### src/rtl/mul_share_arb_pkg.sv
// Shared widths and FSM encoding for the multiplier-sharing arbiter.
package mul_share_arb_pkg;

  localparam int W_DEF = 64;

  function automatic int prod_w(input int w);
    return 2 * w;
  endfunction

  typedef enum logic [1:0] {
    RUN    = 2'd0,
    DRAIN  = 2'd1,
    HALTED = 2'd2
  } state_t;

endpackage

### src/rtl/mul_share_arb_rr_arb.sv
// Combinational round-robin pick: first set req bit at or after ptr, wrapping.
// Zero latency; grant is all-zero when no request is set.
module rr_arb #(
  parameter int NREQ = 4,
  parameter int IW   = $clog2(NREQ)
) (
  input  logic [NREQ-1:0] req,
  input  logic [IW-1:0]   ptr,
  output logic [NREQ-1:0] gnt,
  output logic [IW-1:0]   idx
);

  logic found;

  function automatic int wrap_idx(input int p, input int k);
    return (p + k) % NREQ;
  endfunction

  always_comb begin
    gnt   = '0;
    idx   = '0;
    found = 1'b0;
    for (int k = 0; k < NREQ; k++) begin
      if (!found && req[wrap_idx(int'(ptr), k)]) begin
        found                       = 1'b1;
        gnt[wrap_idx(int'(ptr), k)] = 1'b1;
        idx                         = IW'(wrap_idx(int'(ptr), k));
      end
    end
  end

endmodule

### src/rtl/mul_share_arb.sv
// Shares one pipelined multiplier among NREQ requesters; result returns MUL_LAT+1 cycles after accept.
// Requesters are backpressured via req_ready (round-robin, gated by drain); results have no backpressure.
module mul_share_arb
  import mul_share_arb_pkg::*;
#(
  parameter int NREQ    = 4,
  parameter int MUL_LAT = 4,
  parameter int W       = W_DEF
) (
  input  logic                          clk,
  input  logic                          rst,
  input  logic [NREQ-1:0]               req_valid,
  output logic [NREQ-1:0]               req_ready,
  input  logic [NREQ*W-1:0]             req_a,
  input  logic [NREQ*W-1:0]             req_b,
  output logic [W-1:0]                  mul_a,
  output logic [W-1:0]                  mul_b,
  input  logic [prod_w(W)-1:0]          mul_p,
  output logic [NREQ-1:0]               res_valid,
  output logic [prod_w(W)-1:0]          res_p,
  input  logic                          drain_req,
  output logic                          drain_done,
  output logic [$clog2(MUL_LAT+2)-1:0]  inflight
);

  localparam int IW = $clog2(NREQ);
  localparam int CW = $clog2(MUL_LAT + 2);

  state_t          state, state_nxt;
  logic [IW-1:0]   rr_ptr;
  logic [IW-1:0]   gnt_idx;
  logic [NREQ-1:0] gnt;
  logic            arb_en;
  logic            hs;
  logic            res_any;
  logic [W-1:0]    a_sel, b_sel;
  logic [MUL_LAT:0] tag_vld;
  logic [IW-1:0]   tag_id [MUL_LAT+1];

  rr_arb #(.NREQ(NREQ), .IW(IW)) u_arb (
    .req (req_valid),
    .ptr (rr_ptr),
    .gnt (gnt),
    .idx (gnt_idx)
  );

  // drain_req gates issue in the same cycle, before the FSM leaves RUN
  assign arb_en    = (state == RUN) && !drain_req && !rst;
  assign req_ready = arb_en ? gnt : '0;
  assign hs        = |(req_valid & req_ready);

  always_comb begin
    a_sel = '0;
    b_sel = '0;
    for (int i = 0; i < NREQ; i++) begin
      if (gnt[i]) begin
        a_sel = req_a[i*W +: W];
        b_sel = req_b[i*W +: W];
      end
    end
  end

  always_ff @(posedge clk or posedge rst) begin
    if (rst) begin
      state    <= RUN;
      rr_ptr   <= '0;
      mul_a    <= '0;
      mul_b    <= '0;
      tag_vld  <= '0;
      inflight <= '0;
      for (int s = 0; s <= MUL_LAT; s++) tag_id[s] <= '0;
    end else begin
      state     <= state_nxt;
      tag_vld   <= {tag_vld[MUL_LAT-1:0], hs};
      tag_id[0] <= gnt_idx;
      for (int s = 1; s <= MUL_LAT; s++) tag_id[s] <= tag_id[s-1];
      if (hs) begin
        mul_a  <= a_sel;
        mul_b  <= b_sel;
        rr_ptr <= (gnt_idx == IW'(NREQ - 1)) ? '0 : gnt_idx + IW'(1);
      end
      if (hs && !res_any)
        inflight <= inflight + CW'(1);
      else if (!hs && res_any)
        inflight <= inflight - CW'(1);
    end
  end

  assign res_any = tag_vld[MUL_LAT];
  assign res_p   = mul_p;

  always_comb begin
    res_valid = '0;
    if (tag_vld[MUL_LAT]) res_valid[tag_id[MUL_LAT]] = 1'b1;
  end

  always_comb begin
    state_nxt = state;
    case (state)
      RUN:     if (drain_req) state_nxt = DRAIN;
      DRAIN: begin
        if (!drain_req)                        state_nxt = RUN;
        else if (inflight == '0 && !res_any)   state_nxt = HALTED;
      end
      HALTED:  if (!drain_req) state_nxt = RUN;
      default: state_nxt = RUN;
    endcase
  end

  // Also report done in the first empty DRAIN cycle, one cycle after the last result
  assign drain_done = drain_req &&
                      ((state == HALTED) || (state == DRAIN && inflight == '0));

endmodule

### config.mk
export PLATFORM = sky130hd
export DESIGN_NAME = mul_share_arb
export DESIGN_NICKNAME = d
export VERILOG_FILES = /design/src/rtl/mul_share_arb_pkg.sv /design/src/rtl/mul_share_arb_rr_arb.sv /design/src/rtl/mul_share_arb.sv
export SDC_FILE = /design/constraint.sdc
export NUM_CORES = 1
export LEC_CHECK = 0
export CAP_MARGIN = 25
export CORE_AREA = 2 2 360 362
export CTS_CLUSTER_DIAMETER = 40
export DETAILED_ROUTE_END_ITERATION = 8
export DIE_AREA = 0 0 362 364
export GPL_ROUTABILITY_DRIVEN = 0
export PLACE_DENSITY = 0.37
export SLEW_MARGIN = 15
export SYNTH_ARGS = -nofsm -noshare
export SYNTH_HDL_FRONTEND = slang
export SYNTH_HIERARCHICAL = 1
export SYNTH_SLANG_ARGS = --single-unit
### constraint.sdc
create_clock -name clk -period 6.3 [get_ports clk]
set_input_delay 1.26 -clock clk [delete_from_list [all_inputs] [get_ports clk]]
set_output_delay 1.26 -clock clk [all_outputs]
set_load 0.02 [all_outputs]
# Yosys cells after proc, flatten, opt, wreduce, memory -nomap -nowiden
# Index checks and enable logic that the tools add are counted.
dict set report word_totals {
  regBits 150
  latchBits 0
  mem_bits_rw 0
  mem_bits_ro 0
  in_bits 647
  out_inout_bits 268
  word_cells 121
  n_memories 0
}
dict set report op_classes {
  add_sub_neg 6
  n_mul 0
  div_mod_pow 0
  order_cmp 10
  eq_ne 6
  n_shift 0
  mux 50
  bitwise_logic 7
  reduce_logical 31
}
# op count
set ops {}
lappend ops {{$mux 64} 8}
lappend ops {{$mux 4} 6}
lappend ops {{$mux 2} 9}
lappend ops {{$logic_and 1x1->1} 15}
lappend ops {{$mux 1} 15}
lappend ops {{$lt 3x4->1 const B} 3}
lappend ops {{$or 4x4->4} 3}
lappend ops {{$demux 1 s2} 5}
lappend ops {{$ge 3x1->1 const B} 3}
lappend ops {{$bmux 1 s2} 4}
lappend ops {{$logic_not 1->1} 7}
lappend ops {{$lt 2x3->1 const B} 2}
lappend ops {{$mux 3} 2}
lappend ops {{$pmux 2 s3} 1}
lappend ops {{$reduce_or 2->1} 3}
lappend ops {{$add 2x1->2 const B} 2}
lappend ops {{$add 2x2->2 const B} 2}
lappend ops {{$and 4x4->4} 1}
lappend ops {{$eq 2x2->1 const B} 2}
lappend ops {{$ge 2x1->1 const B} 2}
lappend ops {{$ne 2x2->1 const B} 2}
lappend ops {{$reduce_or 4->1} 1}
lappend ops {{$add 3x1->3 const B} 1}
lappend ops {{$and 1x1->1 const A} 3}
lappend ops {{other kinds (8)} 8}

# Depth between registers and ports, before layout
# Gate-level depths: netlist (run 1).
dict set report logic_depth {
  word_depth 21
  mapped_depth 19
  mapped_depth_nobuf 16
}

# By module
# The synthesis (run 1) kept the hierarchy.
# mod n_inst cells_each area_per_inst_um2 seq_area_each_um2
set modules_own_cells {}
lappend modules_own_cells {mul_share_arb 1 928 8785.9 3753.6}
lappend modules_own_cells {rr_arb 1 46 419.2 0.0}

# Least setup slack after synthesis (run 1)
# OpenSTA, ideal clock, no wires.
dict set report synth_path {
  kind {input port to output port}
  startpoint {input port req_valid[1]}
  endpoint {output port req_ready[1]}
  t_arrival_ns 3.242
  t_required_ns 5.040
  path_slack_ns 1.798
  cell_stages 8
  cell_sequence {mux4_2 -> nand2b_4 -> nor3_4 -> a22oi_1 -> o21ai_1 -> clkbuf_1 -> clkbuf_1 -> and2_1}
}
dict set report synth_via {
  elab_chain_cells 13
}
# element line_no
set synth_lines {}
lappend synth_lines {{from (decl)} mul_share_arb.sv:12} ;# input logic [NREQ-1:0] req_valid,
lappend synth_lines {{$bmux 1 s2} mul_share_arb_rr_arb.sv:24} ;# if (!found && req[wrap_idx(int'(ptr), k)]) begin
lappend synth_lines {{$mux 1 (not written as such)} mul_share_arb_rr_arb.sv:24}
lappend synth_lines {{$mux 1} mul_share_arb_rr_arb.sv:24}
lappend synth_lines {{$logic_not 1->1} mul_share_arb_rr_arb.sv:24}
lappend synth_lines {{$logic_and 1x1->1} mul_share_arb_rr_arb.sv:24}
lappend synth_lines {{$mux 1} mul_share_arb_rr_arb.sv:24}
lappend synth_lines {{$logic_not 1->1} mul_share_arb_rr_arb.sv:24}
lappend synth_lines {{$logic_and 1x1->1} mul_share_arb_rr_arb.sv:24}
lappend synth_lines {{$mux 1} mul_share_arb_rr_arb.sv:24}
lappend synth_lines {{$logic_not 1->1} mul_share_arb_rr_arb.sv:24}
lappend synth_lines {{$logic_and 1x1->1} mul_share_arb_rr_arb.sv:24}
lappend synth_lines {{$mux 4 *} mul_share_arb_rr_arb.sv:24}
lappend synth_lines {{named net gnt[1]} mul_share_arb.sv:32} ;# logic [NREQ-1:0] gnt;
lappend synth_lines {{$mux 4 *} mul_share_arb.sv:49} ;# assign req_ready = arb_en ? gnt : '0;
lappend synth_lines {{to (decl)} mul_share_arb.sv:13} ;# output logic [NREQ-1:0] req_ready,
# Mark *: on every way through the listed nets, which the timed path passes. The rest lies on a longest branch. The select of a mux whose other input is x is not followed.

# Worst setup path after layout (run 1)
dict set report layout_path {
  startpoint {input port req_valid[3]}
  endpoint {output port req_ready[3]}
}
# The elaborated chain is that of the path after synthesis.

==> results of run 1 <==
-- metal layers --
layer / track usage, % / vias up / wire length [um]
li1: - / 4654 / -
met1: 11.23 / 4878 / 26510
met2: 16.79 / 600 / 32950
met4: 4.044 / 16 / 2001
met3: 6.226 / 112 / 9778
met5: 0 / - / 99
-- cell usage after synthesis (all sizes together) --
| master | instances | area share (%) |
|---|---|---|
| or4b | 1 | 0.11 |
| nor2b | 3 | 0.29 |
| and3 | 2 | 0.14 |
| nand2 | 132 | 5.4 |
| or2 | 1 | 0.068 |
| o21bai | 1 | 0.082 |
| mux2i | 2 | 0.22 |
| a22o | 3 | 0.29 |
| o41ai | 1 | 0.18 |
| o21ai | 8 | 0.48 |
| fa | 1 | 0.22 |
| ha | 7 | 0.95 |
| a32oi | 1 | 0.095 |
| mux4 | 4 | 1.0 |
| o22ai | 128 | 8.7 |
| nand3b | 1 | 0.082 |
| clkbuf | 73 | 3.0 |
| nand2b | 1 | 0.15 |
| a221oi | 128 | 12 |
| nor4 | 1 | 0.23 |
| and2 | 4 | 0.27 |
| o31ai | 129 | 11 |
| nor2 | 7 | 0.29 |
| a22oi | 8 | 0.65 |
| mux2 | 2 | 0.24 |
| nor3b | 3 | 0.24 |
| xor2 | 2 | 0.19 |
| buf | 154 | 12 |
| inv | 8 | 0.33 |
| dfrtp | 150 | 41 |
| o21a | 3 | 0.24 |
| nor3 | 4 | 0.34 |
| xnor2 | 1 | 0.095 |
-- final timing paths --
kind	to	slack, ns	cells after the start
worst max-delay path	req_ready[3]	0.92	7
worst min-delay path	tag_id[2]	0.34	0
worst max register to register	mul_b[56]	2.03	11
worst min register to register	tag_id[2]	0.34	0
max in group asynchronous	mul_a[10]	4.02	3
min in group asynchronous	inflight[0]	1.21	2
-- cell type report --
type | instances | area (um^2) | share of cell area, %
Clock inverter | 11 | 197.7 | 1.128
Sequential cell | 150 | 3754 | 21.42
Inverter | 8 | 42.54 | 0.2427
Antenna cell | 2 | 5.005 | 0.02856
Multi-Input combinational cell | 589 | 4080 | 23.28
Clock buffer | 20 | 456.7 | 2.606
Timing Repair Buffer | 684 | 6894 | 39.34
Tap cell | 1675 | 2096 | 11.96
-- sequential cells by signal (all words and copies together) (netlist names) --
| signal | cells |
|---|---|
| tag_id | 10 |
| mul_b | 64 |
| rr_ptr | 2 |
| inflight | 3 |
| state | 2 |
| tag_vld | 5 |
| mul_a | 64 |
-- cell families after synthesis --
logic type	after synthesis	share of synthesized area, %
buffers and inverters	235	15.29
AO/OA/AOI/OAI	410	33.41
XOR/XNOR	3	0.2855
AND/OR/NAND/NOR	160	7.585
multiplexers	8	1.482
adder cells (fa/ha/maj)	8	1.169
flip-flops	150	40.78
-- through the flow --
step,hold slack [ns],utilization [%],setup slack [ns],power [mW]
global route,0.3479,13.65,0.8278,9.094
detailed placement,0.3363,13.14,0.9529,7.333
CTS,0.3408,13.65,0.9543,8.667
global placement,0.3317,13.14,0.9966,7.354
finish,0.3408,13.66,0.9211,8.417
floorplan,0.3312,-,1.004,4.682
-- power by group through the flow --
stage          Combinational (mW)  Clock, mW  Sequential, mW
2_1_floorplan                2.68          0            2.00
3_3_place_gp                 5.72          0            1.63
3_5_place_dp                 5.69          0            1.64
4_1_cts                      5.70       1.34            1.63
5_1_grt                      6.05       1.36            1.69
6_report                     5.55       1.25            1.62
==> flow_metrics.tcl, run 1 <==
set metrics [dict create \
    cts_sinks 150 \
    rsz0062_at_grt "no" \
    crit_type "in2out" \
    synthToLayoutAreaGrowth_pct 90.39 \
    instances_no_fill 3139 \
    final_cell_mix "658 x clkdlybuf4s50_1, 150 x dfrtp_1, 131 x nand2_1, 129 x o31ai_1" \
    layout_commonest_cell "clkdlybuf4s50_1" \
    switchingPower_mw 4.159 \
    grt_pass1_wl_mm 92.40 \
    fin_crit_ns 5.379 \
    p_comb_share_pct 65.9 \
    post-route-period-util_pct 85.38 \
    finalMaxSlewViolations 0 \
    initial_core_util_pct 7.173 \
    core_area_um2 128300 \
    cp_num_buf_inv 2 \
    cts_tree "done" \
    syn_area_um2 9205 \
    postCtsSetupBuffers 0 \
    postSynthAreaPerCell_um2 9.451 \
    post_cts_hold_buffer_count 0 \
    drive_gt1_share_pct 5.130 \
    synthCells 974 \
    setup_violations 0 \
    h-tree-depth 4 \
    critPathSlowestCell "mux4_2" \
    status "completed" \
    crit_arrival_ns 4.12 \
    portBuffers 658 \
    grt_overflow 0 \
    crit_start "req_valid[3]" \
    critical_path.max_stage_delay_ns 0.65 \
    ys_seq_area_share_pct 40.78 \
    first_pass_iters 4 \
    drc 0 \
    drtIter0Drc 503 \
    min_from "tag_id[4]" \
    layout.nets 2105 \
    path_clk_slew_ns 0.07 \
    power_frac_seq_pct 19.3 \
    crit_path_end_kind "output pin" \
    design.die.area_um2 131800 \
    chipWidth_um 362 \
    max_clock_freq_mhz 185.9 \
    clock-root-buffer "clkbuf_16" \
    crit_chain "clkdlybuf4s50_1 -> mux4_2 -> nor2b_4 -> a22oi_1 -> o21ai_1 -> and2_1 -> clkdlybuf4s50_1" \
    leakage_nw 6.191 \
    dpl.hpwl_mm 57.76 \
    syn-num-nets 1629 \
    clk_latency_ns 0.54 \
    vias 10260 \
    rows 132 \
    io_pins 915 \
    worstPathMaxFanout 8 \
    ctsResizeCount 0 \
    dp.cells 3106 \
    fin_setup_tns_ns 0 \
    track_usage_pct 10.47 \
    fillers 14530 \
    die_y_um 364 \
    required_ns 5.04 \
    yosysUniqueCellTypes 41 \
    via_per_inst 3.269 \
    clk_path_buf_depth 2 \
    grt_pass1_vias 10460 \
    start_kind "input port" \
    peakVddDrop_uv 331.2 \
    routedWlPerCell_um 22.73 \
    min_path_type "reg2reg" \
    r2r_start "rr_ptr[0]" \
    placed_area_um2 16870 \
    sw_frac_of_total_pct 49.41 \
    pwr-share-clk_pct 14.8 \
    numCtsBuffers 17 \
    power_density_nw_per_um2 480.3 \
    cp_common_cell "clkdlybuf4s50_1" \
    hold_violations 0 \
    p_int_mw 4.258 \
    yosys_warnings 6 \
    critPathTopFamily "buffers and inverters" \
    maxCapViolCount 0 \
    detail-route-antenna-nets 0 \
    worst_pin_slew_ns 1.074 \
    wirelength_mm 71.34 \
    ys_ff_latch 150 \
    relSlewSlack_pct 28.42 \
    finClkSkew_ns 0.02742 \
    grt_max_degree 175 \
    antenna_found_initial 23 \
    design_area_um2 17530 \
]
(Power assumes the default switching activity.)
==> inputs of run 2 (changes only) <==
- PLACE_DENSITY: 0.37 -> 0.4
- SYNTH_HIERARCHICAL: 1 -> not set
==> run 2 against run 1 <==
Clock skew decreased by 0.013 ns. Fmax decreased by 6.3%. Synthesized area increased by 32%. Sequential power increased by 8%. Total power increased by 45%. Critical path type unchanged. Critical endpoint unchanged. Highest routed layer unchanged.
==> flow_metrics.tcl, run 2 <==
set metrics [dict create \
    final_cell_mix "658 x clkdlybuf4s50_1, 150 x dfrtp_1, 137 x nor2_1, 131 x o21ai_0, 120 x a221oi_2" \
    worst_pin_slew_ns 1.067 \
    top_regs "mul_a x64, mul_b x64, tag_id x10" \
    antenna_found_initial 5 \
    synth.largest_area_cell "dfrtp_1" \
    layout.nets 2270 \
    drive_gt1_share_pct 21.87 \
    ff2ff_path_depth 11 \
    io_pins 915 \
    clk_latency_ns 0.51 \
    syn_area_um2 12150 \
    chipWidth_um 362 \
    hold_violations 0 \
    design.die.area_um2 131800 \
    finClkSkew_ns 0.01472 \
    rsz0062_at_grt "no" \
    routedWlPerCell_um 20.88 \
    postSynthAreaPerCell_um2 10.58 \
    grt_use_met3_pct 4.265 \
    syn-num-nets 1804 \
    async_reset_ff_share_pct 100.0 \
    drtIter0Drc 423 \
    drc 0 \
    start_kind "input port" \
    dp.cells 3271 \
    crit_path_end_kind "output pin" \
    dpl.hpwl_mm 53.59 \
    timing.hold.worst_path_depth 0 \
    grt_pass1_wl_mm 92.70 \
    instances_no_fill 3306 \
    initial_core_util_pct 9.469 \
    clock-root-buffer "clkbuf_16" \
    status "completed" \
    crit_type "in2out" \
    cts_sinks 150 \
    use_met2_pct 16.10 \
    regArea_um2 3754 \
    synth_top_cell_area_share_pct 30.89 \
    vias 11150 \
    worstPathMaxFanout 14 \
    portBuffers 658 \
    numCtsBuffers 17 \
    clk_path_buf_depth 2 \
    fin_crit_ns 5.742 \
    synth_edf_count 0 \
    required_ns 5.04 \
    h-tree-depth 4 \
    r2r_end "mul_b[33]" \
    crit_arrival_ns 4.48 \
    leakage_nw 6.822 \
    postCtsSetupBuffers 0 \
    post_cts_hold_buffer_count 0 \
    grt_pass1_vias 11600 \
    reg2reg_slack_ns 1.60 \
    synthCells 1149 \
    core_area_um2 128300 \
    switchingPower_mw 6.042 \
    min_from "tag_vld[0]" \
    layout_commonest_cell "clkdlybuf4s50_1" \
    grt_use_met1_pct 11.72 \
    synthToLayoutAreaGrowth_pct 63.85 \
    yosys.cell_count.top_type "buf_4" \
    die_y_um 364 \
    max_clock_freq_mhz 174.2 \
    power_frac_seq_pct 14.4 \
    gr-max-usage-layer "met2" \
    rows 132 \
    power_density_nw_per_um2 611.2 \
    track_usage_pct 10.06 \
    detail-route-antenna-nets 0 \
    min_path_type "reg2reg" \
    synth_common_cells "151 x buf_4, 150 x dfrtp_1, 137 x nor2_1" \
    ys_seq_area_share_pct 30.89 \
    yosysUniqueCellTypes 58 \
    pwr-share-clk_pct 9.2 \
    p_int_mw 6.128 \
    peakVddDrop_uv 344.5 \
    path_clk_slew_ns 0.07 \
    via_per_inst 3.373 \
    yosys_warnings 0 \
    ys_ff_latch 150 \
    setup_violations 0 \
    grt_max_degree 129 \
    fin_setup_tns_ns 0 \
    post-route-period-util_pct 91.14 \
    cts_tree "done" \
    multiInputGateArea_um2 6389 \
    ctsResizeCount 0 \
    grt_overflow 0 \
    finalMaxSlewViolations 0 \
    min_to "tag_vld[1]" \
    first_pass_iters 5 \
    fillers 14390 \
    wirelength_mm 69.04 \
    synth_ff_type "dfrtp_1" \
    synthTopCellsByArea "dfrtp_1 31%, a221oi_2 15%, buf_4 9.3%, a2bb2oi_2 8.9%, o21ai_0 5.4%" \
    maxCapViolCount 0 \
    relSlewSlack_pct 28.83 \
    p_comb_share_pct 76.3 \
    sw_frac_of_total_pct 49.65 \
]
## run 2: power groups by stage
stage          clock [mW]  combinational (mW)  sequential [mW]
4_1_cts              1.22                9.45             1.77
2_1_floorplan           0                6.23             2.23
3_5_place_dp            0                9.43             1.78
5_1_grt              1.24                9.94             1.83
6_report             1.13                9.29             1.75
3_3_place_gp            0                9.49             1.77
## run 2: kinds of logic (layout without fill, tap and decap cells)
kind of cell	Yosys count	in the layout	synth area share [%]
muxes	8	8	1.081
buffers and inverters	262	741	16.86
AOI/OAI and AO/OA	547	547	43.96
and+or+nand+nor	170	170	6.044
adders and majority gates	8	8	0.8855
xor gates and xnor gates	4	4	0.2884
other	0	3	0
DFF	150	150	30.89
## run 2: through the flow
| stage | setup WS (ns) | util (%) | power (mW) | area, um^2 | hold WS (ns) |
|---|---|---|---|---|---|
| final | 0.5582 | 15.52 | 12.17 | 19910 | 0.3470 |
| after global routing | 0.4501 | 15.51 | 13.01 | 19900 | 0.3537 |
| after CTS | 0.5381 | 15.51 | 12.44 | 19900 | 0.3445 |
| after detailed placement | 0.5412 | 15.05 | 11.21 | 19310 | 0.3347 |
| after global placement | 0.5366 | 15.05 | 11.26 | 19310 | 0.3321 |
| after floorplan | 1.004 | - | 8.463 | 12150 | 0.3312 |
## run 2: routing by layer
metal  wire length (um)  vias up
met5                161        -
met1              28410     5304
met4               2191        4
li1                   -     5175
met3               6353       97
met2              31920      572
## run 2: cell type report
| type | count | area share (%) |
|---|---|---|
| timing repair buffer | 695 | 35.23 |
| multi-input combinational | 737 | 32.09 |
| sequential | 150 | 18.85 |
| tap | 1675 | 10.53 |
| clock buffer | 17 | 2.137 |
| clock inverter | 15 | 0.8295 |
| inverter | 14 | 0.3016 |
| antenna | 3 | 0.03771 |
## run 2: worst max-delay path by stage
stage | from | endpoint | slack, ns
floorplan | rst | async pin | 1.00
global placement | req_valid[3] | req_ready[3] | 0.54
detailed placement | req_valid[3] | req_ready[3] | 0.54
CTS | req_valid[3] | req_ready[3] | 0.54
global route | req_valid[3] | req_ready[3] | 0.45
finish | req_valid[3] | req_ready[3] | 0.56
## run 2: worst max-delay path: stages
cell,delay (ns)
clkdlybuf4s50_1,0.70
mux4_2,0.71
or3b_1,0.39
a21oi_1,0.39
a221oi_4,0.08
nor2_1,0.28
clkdlybuf4s50_1,0.67
==> inputs of run 3 (changes only) <==
- CTS_CLUSTER_DIAMETER: 40 -> 120
==> results of run 3 <==
Same layout as run 2: the final DEF is identical, and so are final timing and power.
